`src/rtl/digit_addr_gen_if.sv`:
```
// Pixel-strobe input and registered video-timing / digit-window outputs of digit_addr_gen.
interface digit_addr_gen_if;
    logic        pix_en;
    logic        hsync;
    logic        vsync;
    logic        de;
    logic [9:0]  pix_x;
    logic [9:0]  pix_y;
    logic        in_win;
    logic [12:0] addr;
    logic        win_vld;
    logic        frame_start;

    modport master (
        output pix_en,
        input  hsync, vsync, de, pix_x, pix_y, in_win, addr, win_vld, frame_start
    );

    modport slave (
        input  pix_en,
        output hsync, vsync, de, pix_x, pix_y, in_win, addr, win_vld, frame_start
    );
endinterface

```
`src/rtl/digit_addr_gen.sv`:
```
// 640x480 VGA timing generator that also issues sequential ROM addresses for a
// 64x128 digit window; all outputs describe the same pixel, one strobe behind the counters.
module digit_addr_gen #(
    parameter int WIN_X0 = 288,
    parameter int WIN_Y0 = 176
) (
    input  logic             clk,
    input  logic             rst_n,
    digit_addr_gen_if.slave  bus
);
    localparam logic [9:0] H_LAST   = 10'd799;
    localparam logic [9:0] V_LAST   = 10'd524;
    localparam logic [9:0] H_ACTIVE = 10'd640;
    localparam logic [9:0] V_ACTIVE = 10'd480;
    localparam logic [9:0] HS_FIRST = 10'd656;
    localparam logic [9:0] HS_LAST  = 10'd751;
    localparam logic [9:0] VS_FIRST = 10'd490;
    localparam logic [9:0] VS_LAST  = 10'd491;
    localparam logic [9:0] WX0      = 10'(WIN_X0);
    localparam logic [9:0] WY0      = 10'(WIN_Y0);

    logic [9:0]  h_cnt_reg;
    logic [9:0]  v_cnt_reg;
    logic        hsync_reg;
    logic        vsync_reg;
    logic        de_reg;
    logic [9:0]  pix_x_reg;
    logic [9:0]  pix_y_reg;
    logic        in_win_reg;
    logic [12:0] addr_reg;
    logic        win_vld_reg;
    logic        frame_start_reg;

    logic [9:0]  h_off;
    logic [9:0]  v_off;
    logic        win_cur;
    logic        frame_origin;

    // Modulo-1024 offsets: counters below the window origin wrap far above the window size.
    assign h_off        = h_cnt_reg - WX0;
    assign v_off        = v_cnt_reg - WY0;
    assign win_cur      = (h_off < 10'd64) && (v_off < 10'd128);
    assign frame_origin = (h_cnt_reg == 10'd0) && (v_cnt_reg == 10'd0);

    always_ff @(posedge clk) begin
        if (!rst_n) begin
            h_cnt_reg       <= '0;
            v_cnt_reg       <= '0;
            hsync_reg       <= 1'b1;
            vsync_reg       <= 1'b1;
            de_reg          <= 1'b0;
            pix_x_reg       <= '0;
            pix_y_reg       <= '0;
            in_win_reg      <= 1'b0;
            addr_reg        <= '0;
            win_vld_reg     <= 1'b0;
            frame_start_reg <= 1'b0;
        end else begin
            win_vld_reg     <= in_win_reg;
            frame_start_reg <= 1'b0;
            if (bus.pix_en) begin
                if (h_cnt_reg == H_LAST) begin
                    h_cnt_reg <= '0;
                    v_cnt_reg <= (v_cnt_reg == V_LAST) ? 10'd0 : v_cnt_reg + 10'd1;
                end else begin
                    h_cnt_reg <= h_cnt_reg + 10'd1;
                end
                hsync_reg       <= !((h_cnt_reg >= HS_FIRST) && (h_cnt_reg <= HS_LAST));
                vsync_reg       <= !((v_cnt_reg >= VS_FIRST) && (v_cnt_reg <= VS_LAST));
                de_reg          <= (h_cnt_reg < H_ACTIVE) && (v_cnt_reg < V_ACTIVE);
                pix_x_reg       <= h_cnt_reg;
                pix_y_reg       <= v_cnt_reg;
                in_win_reg      <= win_cur;
                frame_start_reg <= frame_origin;
                // Advance past the window pixel currently on the outputs; wraps to 0 after the last one.
                if (frame_origin)
                    addr_reg <= '0;
                else if (in_win_reg)
                    addr_reg <= addr_reg + 13'd1;
            end
        end
    end

    assign bus.hsync       = hsync_reg;
    assign bus.vsync       = vsync_reg;
    assign bus.de          = de_reg;
    assign bus.pix_x       = pix_x_reg;
    assign bus.pix_y       = pix_y_reg;
    assign bus.in_win      = in_win_reg;
    assign bus.addr        = addr_reg;
    assign bus.win_vld     = win_vld_reg;
    assign bus.frame_start = frame_start_reg;
endmodule
```
`src/flat_wrapper.sv`:
```
// flat-port wrapper written by rule: the top's interface ports become plain ports
module digit_addr_gen_flat 
#(
    parameter int WIN_X0 = 288,
    parameter int WIN_Y0 = 176
)
  (clk, rst_n, bus_pix_en, bus_hsync, bus_vsync, bus_de, bus_pix_x, bus_pix_y, bus_in_win, bus_addr, bus_win_vld, bus_frame_start);
  digit_addr_gen_if bus_i ();
  input  logic clk;
  input  logic rst_n;
  input wire logic [$bits(bus_i.pix_en)-1:0] bus_pix_en;
  output wire logic [$bits(bus_i.hsync)-1:0] bus_hsync;
  output wire logic [$bits(bus_i.vsync)-1:0] bus_vsync;
  output wire logic [$bits(bus_i.de)-1:0] bus_de;
  output wire logic [$bits(bus_i.pix_x)-1:0] bus_pix_x;
  output wire logic [$bits(bus_i.pix_y)-1:0] bus_pix_y;
  output wire logic [$bits(bus_i.in_win)-1:0] bus_in_win;
  output wire logic [$bits(bus_i.addr)-1:0] bus_addr;
  output wire logic [$bits(bus_i.win_vld)-1:0] bus_win_vld;
  output wire logic [$bits(bus_i.frame_start)-1:0] bus_frame_start;
  assign bus_i.pix_en = bus_pix_en;
  assign bus_hsync = bus_i.hsync;
  assign bus_vsync = bus_i.vsync;
  assign bus_de = bus_i.de;
  assign bus_pix_x = bus_i.pix_x;
  assign bus_pix_y = bus_i.pix_y;
  assign bus_in_win = bus_i.in_win;
  assign bus_addr = bus_i.addr;
  assign bus_win_vld = bus_i.win_vld;
  assign bus_frame_start = bus_i.frame_start;
  digit_addr_gen #(.WIN_X0(WIN_X0), .WIN_Y0(WIN_Y0)) u_core (.clk(clk), .rst_n(rst_n), .bus(bus_i));
endmodule
```
`config.mk`:
```
export PLATFORM = sky130hd
export DESIGN_NAME = digit_addr_gen_flat
export DESIGN_NICKNAME = d
export VERILOG_FILES = /design/src/rtl/digit_addr_gen_if.sv /design/src/rtl/digit_addr_gen.sv /design/src/flat_wrapper.sv
export SDC_FILE = /design/constraint.sdc
export NUM_CORES = 1
export LEC_CHECK = 0
export ABC_AREA = 1
export BUFFER_PORTS_ARGS = -buffer_cell sky130_fd_sc_hd__buf_2
export CAP_MARGIN = 20
export CORE_MARGIN = 2
export CORE_UTILIZATION = 25
export CTS_CLUSTER_DIAMETER = 40
export DETAILED_ROUTE_END_ITERATION = 6
export GPL_TIMING_DRIVEN = 0
export HOLD_SLACK_MARGIN = 0.03
export PLACE_DENSITY_LB_ADDON = 0.2
export SYNTH_ARGS = -nofsm -noshare
export SYNTH_HDL_FRONTEND = slang
export SYNTH_SLANG_ARGS = --single-unit
```
`constraint.sdc`:
```
create_clock -name clk -period 2.22 [get_ports clk]
set_input_delay 0.222 -clock clk [delete_from_list [all_inputs] [get_ports clk]]
set_output_delay 0.222 -clock clk [all_outputs]
set_load 0.05 [all_outputs]
```
# == Yosys cells after proc, flatten, opt, wreduce, memory -nomap -nowiden ==
# Cells that the tools add are included.
# classes
addsub,5
magnitude_cmp,8
eq_ne,2
mux,4
reduce_logical,13
# ops
op,n
two-way mux 13 bit,2
"adder 10 x 1 -> 10 bit, second input constant",2
"equality test 10 bit, second input constant",2
logical NOT 10 bit,2
two-way mux 10 bit,2
"adder 13 x 1 -> 13 bit, second input constant",1
">= comparator 10 bit, second input constant",1
">= comparator 10 x 9 -> 1 bit, second input constant",1
"<= comparator 10 bit, second input constant",1
"<= comparator 10 x 9 -> 1 bit, second input constant",1
"less-than comparator 10 bit, second input constant",1
"less-than comparator 10 x 7 -> 1 bit, second input constant",1
"less-than comparator 10 x 8 -> 1 bit, second input constant",1
"less-than comparator 10 x 9 -> 1 bit, second input constant",1
"subtractor 10 x 8 -> 10 bit, second input constant",1
"subtractor 10 x 9 -> 10 bit, second input constant",1
AND reduction 2 bit,3
logical AND 1 bit,5
logical NOT 1 bit,2
nonzero test 2 bit,1
# word_totals
regBits,59
input_bits,3
output_inout_bits,39
word_cells,43

# == Logic depth before layout (Yosys ltp) ==
# Gate-level depths: netlist of the first run.
# depth
depth_word,4
depth_mapped,10
mapped_depth_nobuf,10

# == Worst setup path after synthesis of the first run ==
# OpenSTA, ideal clock, no wires.
# synth_timing
path_kind,reg-to-reg
start,"reg u_core.addr_reg[0], in the netlist u_core.bus.addr[0]"
end,"reg u_core.addr_reg[12], in the netlist u_core.bus.addr[12]"
setup_time_ns,0.132
t_arrival_ns,1.658
t_required_ns,2.088
path_slack_ns,0.430
path_stages_with_launch,11
path_buffers,0
synth_period_minus_slack_ns,1.790
path_cell_list,dfxtp_1 > ha_1 > inv_1 > nor2_2 > nand3_1 > nand2_1 > nand2_1 > nand2_1 > inv_1 > nand2_1 > a21oi_1
# synth_via
elab_chain_cells,3
# synth_rtl
element,line,source
from (decl),digit_addr_gen.sv:30,logic [12:0] addr_reg;
from (signal assigned),digit_addr_gen.sv:79,addr_reg <= addr_reg + 13'd1;
adder 13 x 1 -> 13 bit,digit_addr_gen.sv:79,
two-way mux 13 bit,digit_addr_gen.sv:78,else if (in_win_reg)
two-way mux 13 bit,digit_addr_gen.sv:76,if (frame_origin)
# No other way between the ends. The select of a mux whose other input is x is not followed.
# A chain may end at the register's enable or synchronous reset.

# == Worst setup path after layout of the first run ==
# layout_timing
start,reg u_core.h_cnt_reg[1]
end,reg u_core.v_cnt_reg[9]
# layout_via
elab_chain_cells,2
# layout_rtl
element,line,source
from (decl),digit_addr_gen.sv:22,logic [9:0] h_cnt_reg;
from (signal assigned),digit_addr_gen.sv:66,h_cnt_reg <= h_cnt_reg + 10'd1;
equality test 10 bit,digit_addr_gen.sv:62,if (h_cnt_reg == H_LAST) begin
AND reduction 2 bit (no line),-,
to (signal assigned),digit_addr_gen.sv:64,v_cnt_reg <= (v_cnt_reg == V_LAST) ? 10'd0 : v_cnt_reg + 10'd1;
to (decl),digit_addr_gen.sv:23,logic [9:0] v_cnt_reg;
# No other way between the ends.

==> impl_metrics.tcl, run 1 <==
set metrics [dict create \
    status "complete, but fails checks" \
    violations "DRC" \
    die_area_sq_mm 0.01280 \
    die_w_um 113.1 \
    yosysWarnings 0 \
    startpoint_type "flop" \
    clock_skew_ns 0.01064 \
    synth_fp_nets 436 \
    vias 2946 \
    routedWlPerCell_um 13.93 \
    ys_seq_area_frac 0.3968 \
    setup_violations 0 \
    clock-root-buffer "clkbuf_16" \
    drtAntennaViolNets 0 \
    synth_top_family_by_area "simple AND/OR/NAND/NOR gates" \
    finalMaxSlewViolations 0 \
    clk_pin_slew_worst_paths_ns 0.05 \
    synthMuxAreaShare 0 \
    dr.pass1.iters 6 \
    clock-sinks 59 \
    rsz0062_at_grt "no" \
    hold_viol 0 \
    drive_above_1_share 0.1518 \
    crit_required_ns 2.43 \
    regArea_sq_mm 0.001181 \
    first_iter_violations 182 \
    async_flop_share 0 \
    synth_xor_area_frac 0.03237 \
    final_cell_area_sq_mm 0.003662 \
    max_freq_ghz 0.5928 \
    grt_max_degree 11 \
    cts_buffers 9 \
    ctsHoldBuffers 0 \
    ys_types 31 \
    cp_max_fo 6 \
    tns_ns 0 \
    htreeDepth 3 \
    area_growth_syn_to_layout_pct 23.03 \
    layout.nets 488 \
    path_class "reg2reg" \
    core_area_sq_mm 0.01152 \
    yosys.area_share.simple 0.3380 \
    die_height_um 113.1 \
    drc_errors 4 \
    drv_cap 0 \
    antenna_cells 0 \
    vias_per_cell 4.721 \
    ys.flop_type "dfxtp_1" \
    grt_pass1_wl_um 14610 \
    num_rows 39 \
    crit_top_cell "nand3_2" \
    antenna_found_initial 0 \
    largest_register_ffs 13 \
    hp-class "in2reg" \
    ir_drop_mv 0.2753 \
    worstMarginPinSlew_ns 0.6094 \
    clock_latency_ns 0.32 \
    p_leak_nw 1.559 \
    cts_resized 0 \
    grtUsageTotal 0.1435 \
    end_kind "flop" \
    synth_seq_cells 59 \
    syn-cell-area_sq_mm 0.002977 \
    synth-edff-count 0 \
    arrival_ns 1.89 \
    post_cts_buffers 0 \
    gp_congestion 0.8707 \
    routed_wl_um 8692 \
    hpwl_um 6592 \
    slowest_delay_ns 0.38 \
    grt_pass1_vias 2911 \
    ioPinCount 42 \
    clock_path_buffers 2 \
    post-route-period-util 0.7599 \
    syn_inst 426 \
    synth_adder_area_share 0.02942 \
    initial_core_util 0.2585 \
    powerDensity_mw_per_mm2 750.4 \
    nFillCells 1287 \
    final_util 0.3180 \
    multi_input_area_sq_mm 0.001562 \
    synth_area_per_cell_sq_um 6.987 \
    period_minus_slack_ns 1.687 \
    overflow 0 \
    relSlewSlack 0.5937 \
    synth_compound_area_frac 0.1248 \
    dpl-instance-area_sq_mm 0.003361 \
    io_buffers 41 \
    path_cells "ha_1 > nand3_2 > nor3_4 > nand3_2 > nand2_2 > inv_2 > nor2_4 > nor2_1" \
    slowest_stage "dfxtp_1" \
    cts_tree "done" \
]
area by class of cell:
cell class | instances | share of cell area
multi-input cells | 307 | 0.4264
flip-flops and latches | 59 | 0.3225
clock buffers | 12 | 0.07277
repair buffers | 41 | 0.05603
well taps | 143 | 0.04886
inverters | 45 | 0.04612
plain buffers | 15 | 0.01777
clock inverters | 2 | 0.009566
through the flow:
stage | setup slack, ns | power [mW] | cells | hold slack, ns
after global routing | 0.3335 | 2.855 | 624 | 0.2443
after detailed placement | 0.5193 | 1.373 | 610 | 0.4542
after CTS | 0.5033 | 2.789 | 624 | 0.2105
after floorplan | 0.4299 | 1.301 | 426 | 0.3330
after global placement | 0.5242 | 1.371 | 610 | 0.4554
final | 0.5331 | 2.748 | 624 | 0.2216
where the power goes:
part           total, mW  internal, mW  switching, mW  leakage [nW]
registers           1.10          1.09         0.0158         0.480
clock network       1.40         0.944          0.456         0.151
logic              0.243        0.0530          0.190         0.929
placed cells by master (no fill, tap or decap), drive strengths merged:
| cell | synthesis | layout |
|---|---|---|
| nand3 | 35 | 35 |
| a211oi | 2 | 2 |
| ha | 7 | 7 |
| nor2 | 59 | 59 |
| o2111ai | 1 | 1 |
| xor2 | 10 | 10 |
| inv | 44 | 44 |
| nand4 | 17 | 17 |
| nor3 | 16 | 16 |
| a21oi | 43 | 43 |
| nand3b | 3 | 3 |
| dfxtp | 59 | 59 |
| nand2 | 84 | 84 |
| nor3b | 2 | 2 |
| o21a | 1 | 1 |
| clkbuf | 8 | 20 |
| o21ai | 25 | 25 |
| bufinv | 0 | 1 |
| buf | 7 | 48 |
| nor4 | 1 | 1 |
| clkinv | 1 | 2 |
| xnor2 | 1 | 1 |
routing by layer:
metal  global-route usage  wire length [um]  vias to the layer above  part of all wire
li1                     -                 -                     1508                 -
met1               0.1874              4171                     1359              0.48
met2               0.2351              4015                       71              0.46
met3              0.02678               396                        8             0.046
met4              0.05528               108                        0             0.012
met5                    0                 0                        -                 0
final timing paths:
kind                                     startpoint             endpoint  slack (ns)  cells past startpoint
worst min register to register  u_core.bus.pix_x[0]  u_core.bus.pix_x[0]        0.46                      2
worst max-delay path            u_core.h_cnt_reg[1]  u_core.v_cnt_reg[9]        0.53                      8
worst min-delay path                          rst_n   u_core.bus.win_vld        0.22                      3
worst max register to register  u_core.h_cnt_reg[1]  u_core.v_cnt_reg[9]        0.53                      8
worst max-delay path: cells and delay by family (launching register included):
| kind | cells | cell delay [ns] |
|---|---|---|
| flops | 1 | 0.38 |
| simple gates | 6 | 0.87 |
| fa+ha+maj | 1 | 0.23 |
| buf+inv | 1 | 0.08 |
Yosys cell counts (3+ instances only):
cell type	instances	area, sq um
inv_2	3	11.26
nand3_2	3	30.03
clkbuf_1	8	30.03
o21ai_0	23	115.1
xor2_1	10	87.58
nand3_1	32	160.2
buf_1	4	15.01
nand4_1	17	106.4
nand3b_1	3	22.52
ha_1	7	87.58
nor2_4	3	33.78
nor3_1	14	70.07
a21oi_1	43	215.2
inv_1	41	153.9
nor2_1	54	202.7
dfxtp_1	59	1181
nand2_1	82	307.8
cells by family after synthesis:
| group | count (synthesis) |
|---|---|
| XOR/XNOR | 11 |
| flip-flops | 59 |
| buffers and inverters | 60 |
| AND/OR/NAND/NOR | 217 |
| AO/OA/AOI/OAI | 72 |
| adder cells (fa/ha/maj) | 7 |
Power figures use the tool's default switching activity.
==> run 2: changes to the inputs <==
==> constraint.sdc (replaced) <==
create_clock -name clk -period 1.51 [get_ports clk]
set_input_delay 0.151 -clock clk [delete_from_list [all_inputs] [get_ports clk]]
set_output_delay 0.151 -clock clk [all_outputs]
set_load 0.05 [all_outputs]
==> impl_metrics.tcl, run 2 (same netlist as run 1, synthesis figures left out) <==
set metrics [dict create \
    min-delay-start "bus_pix_en" \
    routedWlPerCell_um 14.86 \
    clock_power_share 0.493 \
    cts_tree "done" \
    ir_drop_mv 0.4241 \
    powerDensity_mw_per_mm2 992.9 \
    hold_viol 0 \
    final_util 0.3525 \
    vias_per_cell 4.778 \
    clock_path_buffers 2 \
    dpl.cell_count 610 \
    switching_share 0.2587 \
    rsz0062_at_grt "yes" \
    met1_usage 0.2130 \
    vias 3077 \
    power.internal_mw 2.987 \
    post-route-period-util 1.019 \
    slowest_delay_ns 0.36 \
    largest_register_ffs 13 \
    clk_pin_slew_worst_paths_ns 0.05 \
    combPwrFrac 0.104 \
    grt.met3_usage 0.03267 \
    switching_power_mw 1.043 \
    first_iter_violations 194 \
    dpl-instance-area_sq_mm 0.003377 \
    grt_pass1_wl_um 15830 \
    clock_latency_ns 0.33 \
    core_area_sq_mm 0.01152 \
    cts_buffers 9 \
    regArea_sq_mm 0.001220 \
    busiest_layer "met2" \
    grtUsageTotal 0.1564 \
    path_cells "ha_4 > nand3_4 > nor3_4 > buf_6 > nand3_4 > nor2_4 > nand2_1 > nand2_1 > nand2_1 > nor2_1" \
    cp_max_fo 3 \
    layout_commonest_cell "nand2_1" \
    path_class "reg2reg" \
    ctsHoldBuffers 0 \
    crit_top_cell "nand2_1" \
    arrival_ns 1.81 \
    startpoint "u_core.h_cnt_reg[1]" \
    status "complete, but fails checks" \
    htreeDepth 3 \
    clock-sinks 59 \
    ioPinCount 42 \
    grtUsageMet2 0.2491 \
    r2r_start "u_core.h_cnt_reg[1]" \
    seqPwrFrac 0.402 \
    antenna_found_initial 0 \
    startpoint_type "flop" \
    die_w_um 113.1 \
    pre_cts_ws_ns -0.2421 \
    worstMarginPinSlew_ns 0.6171 \
    setup_ws_ns -0.02808 \
    hp-class "in2reg" \
    final_cell_mix "nand2_1, nor2_1, buf_2" \
    drv_cap 0 \
    end_kind "flop" \
    finalMaxSlewViolations 0 \
    drtAntennaViolNets 0 \
    period_minus_slack_ns 1.538 \
    drive_above_1_share 0.2814 \
    crit_required_ns 1.78 \
    initial_core_util 0.2585 \
    hpwl_um 6657 \
    slowest_stage "dfxtp_4" \
    die_area_sq_mm 0.01280 \
    dr.pass1.iters 6 \
    gp_congestion 0.8344 \
    overflow 0 \
    drc_errors 5 \
    layout.cells.non_filler 644 \
    p_leak_nw 1.673 \
    max_freq_ghz 0.6502 \
    relSlewSlack 0.5886 \
    nFillCells 1228 \
    clock-root-buffer "clkbuf_16" \
    r2r_setup_slack_ns -0.03 \
    grt_max_degree 11 \
    io_buffers 41 \
    violations "DRC, setup timing" \
    clock_skew_ns 0.004440 \
    final_cell_area_sq_mm 0.004059 \
    layout.nets 506 \
    setup_violations 6 \
    die_height_um 113.1 \
    antenna_cells 0 \
    multi_input_area_sq_mm 0.001767 \
    area_growth_syn_to_layout_pct 36.36 \
    grt_pass1_vias 3029 \
    routed_wl_um 9567 \
    num_rows 39 \
]
==> run 2: cell count changes in the layout (fill, tap and decap cells not counted), sizes merged <==
cell	change
buf	+17
clkbuf	+3
bufinv	-1
nand2	+1
==> run 2: worst max-delay path, delay by kind of cell, from the launching register on <==
family | cells | cell delay (ns)
fa+ha+maj | 1 | 0.15
flops | 1 | 0.36
buf+inv | 1 | 0.14
simple gates | 8 | 0.82
==> run 2: area by class of cell <==
class                      instances  share of cell area
clock inverter                     1            0.001233
buffer                            14             0.01510
multi-input combinational        308              0.4353
clock buffer                      15             0.07090
tap                              143             0.04408
sequential                        59              0.3006
inverter                          45             0.04408
timing repair buffer              59             0.08878
==> run 2: worst paths after layout <==
path	end	depth (start not counted)
max	u_core.v_cnt_reg[9]	10
min reg2reg	u_core.bus.pix_x[0]	2
max reg2reg	u_core.v_cnt_reg[9]	10
min	u_core.bus.pix_x[0]	3
==> run 2: metrics by stage <==
stage                     power, mW  TNS (ns)  hold WS [ns]
after floorplan               1.911         0        0.2620
after global placement        2.020    -3.320        0.4542
after detailed placement      2.023    -3.552        0.4519
after CTS                     4.058   -0.2402        0.1533
after global routing          4.186    -1.285        0.1878
final                         4.030   -0.1083        0.1650
==> run 2: power by group through the flow <==
stage          Clock (mW)  Sequential (mW)  Combinational, mW
6_report             1.99             1.62              0.421
5_1_grt              2.11             1.63              0.452
4_1_cts              2.03             1.63              0.399
3_5_place_dp            0             1.66              0.368
3_3_place_gp            0             1.65              0.366
2_1_floorplan           0             1.78              0.135
==> run 2: routing by layer <==
metal | wire (um) | part of all wire | up-vias
met5 | 0 | 0 | -
met4 | 131 | 0.014 | 0
met3 | 386 | 0.040 | 8
met2 | 4414 | 0.46 | 62
met1 | 4635 | 0.48 | 1452
li1 | - | - | 1555
==> run 2: repair_timing <==
action,4_1_cts,5_1_grt
endpoints found under the setup margin,24,30
pin swaps,14,19
resized for setup,24,52
setup buffers,9,8
cloned,2,0
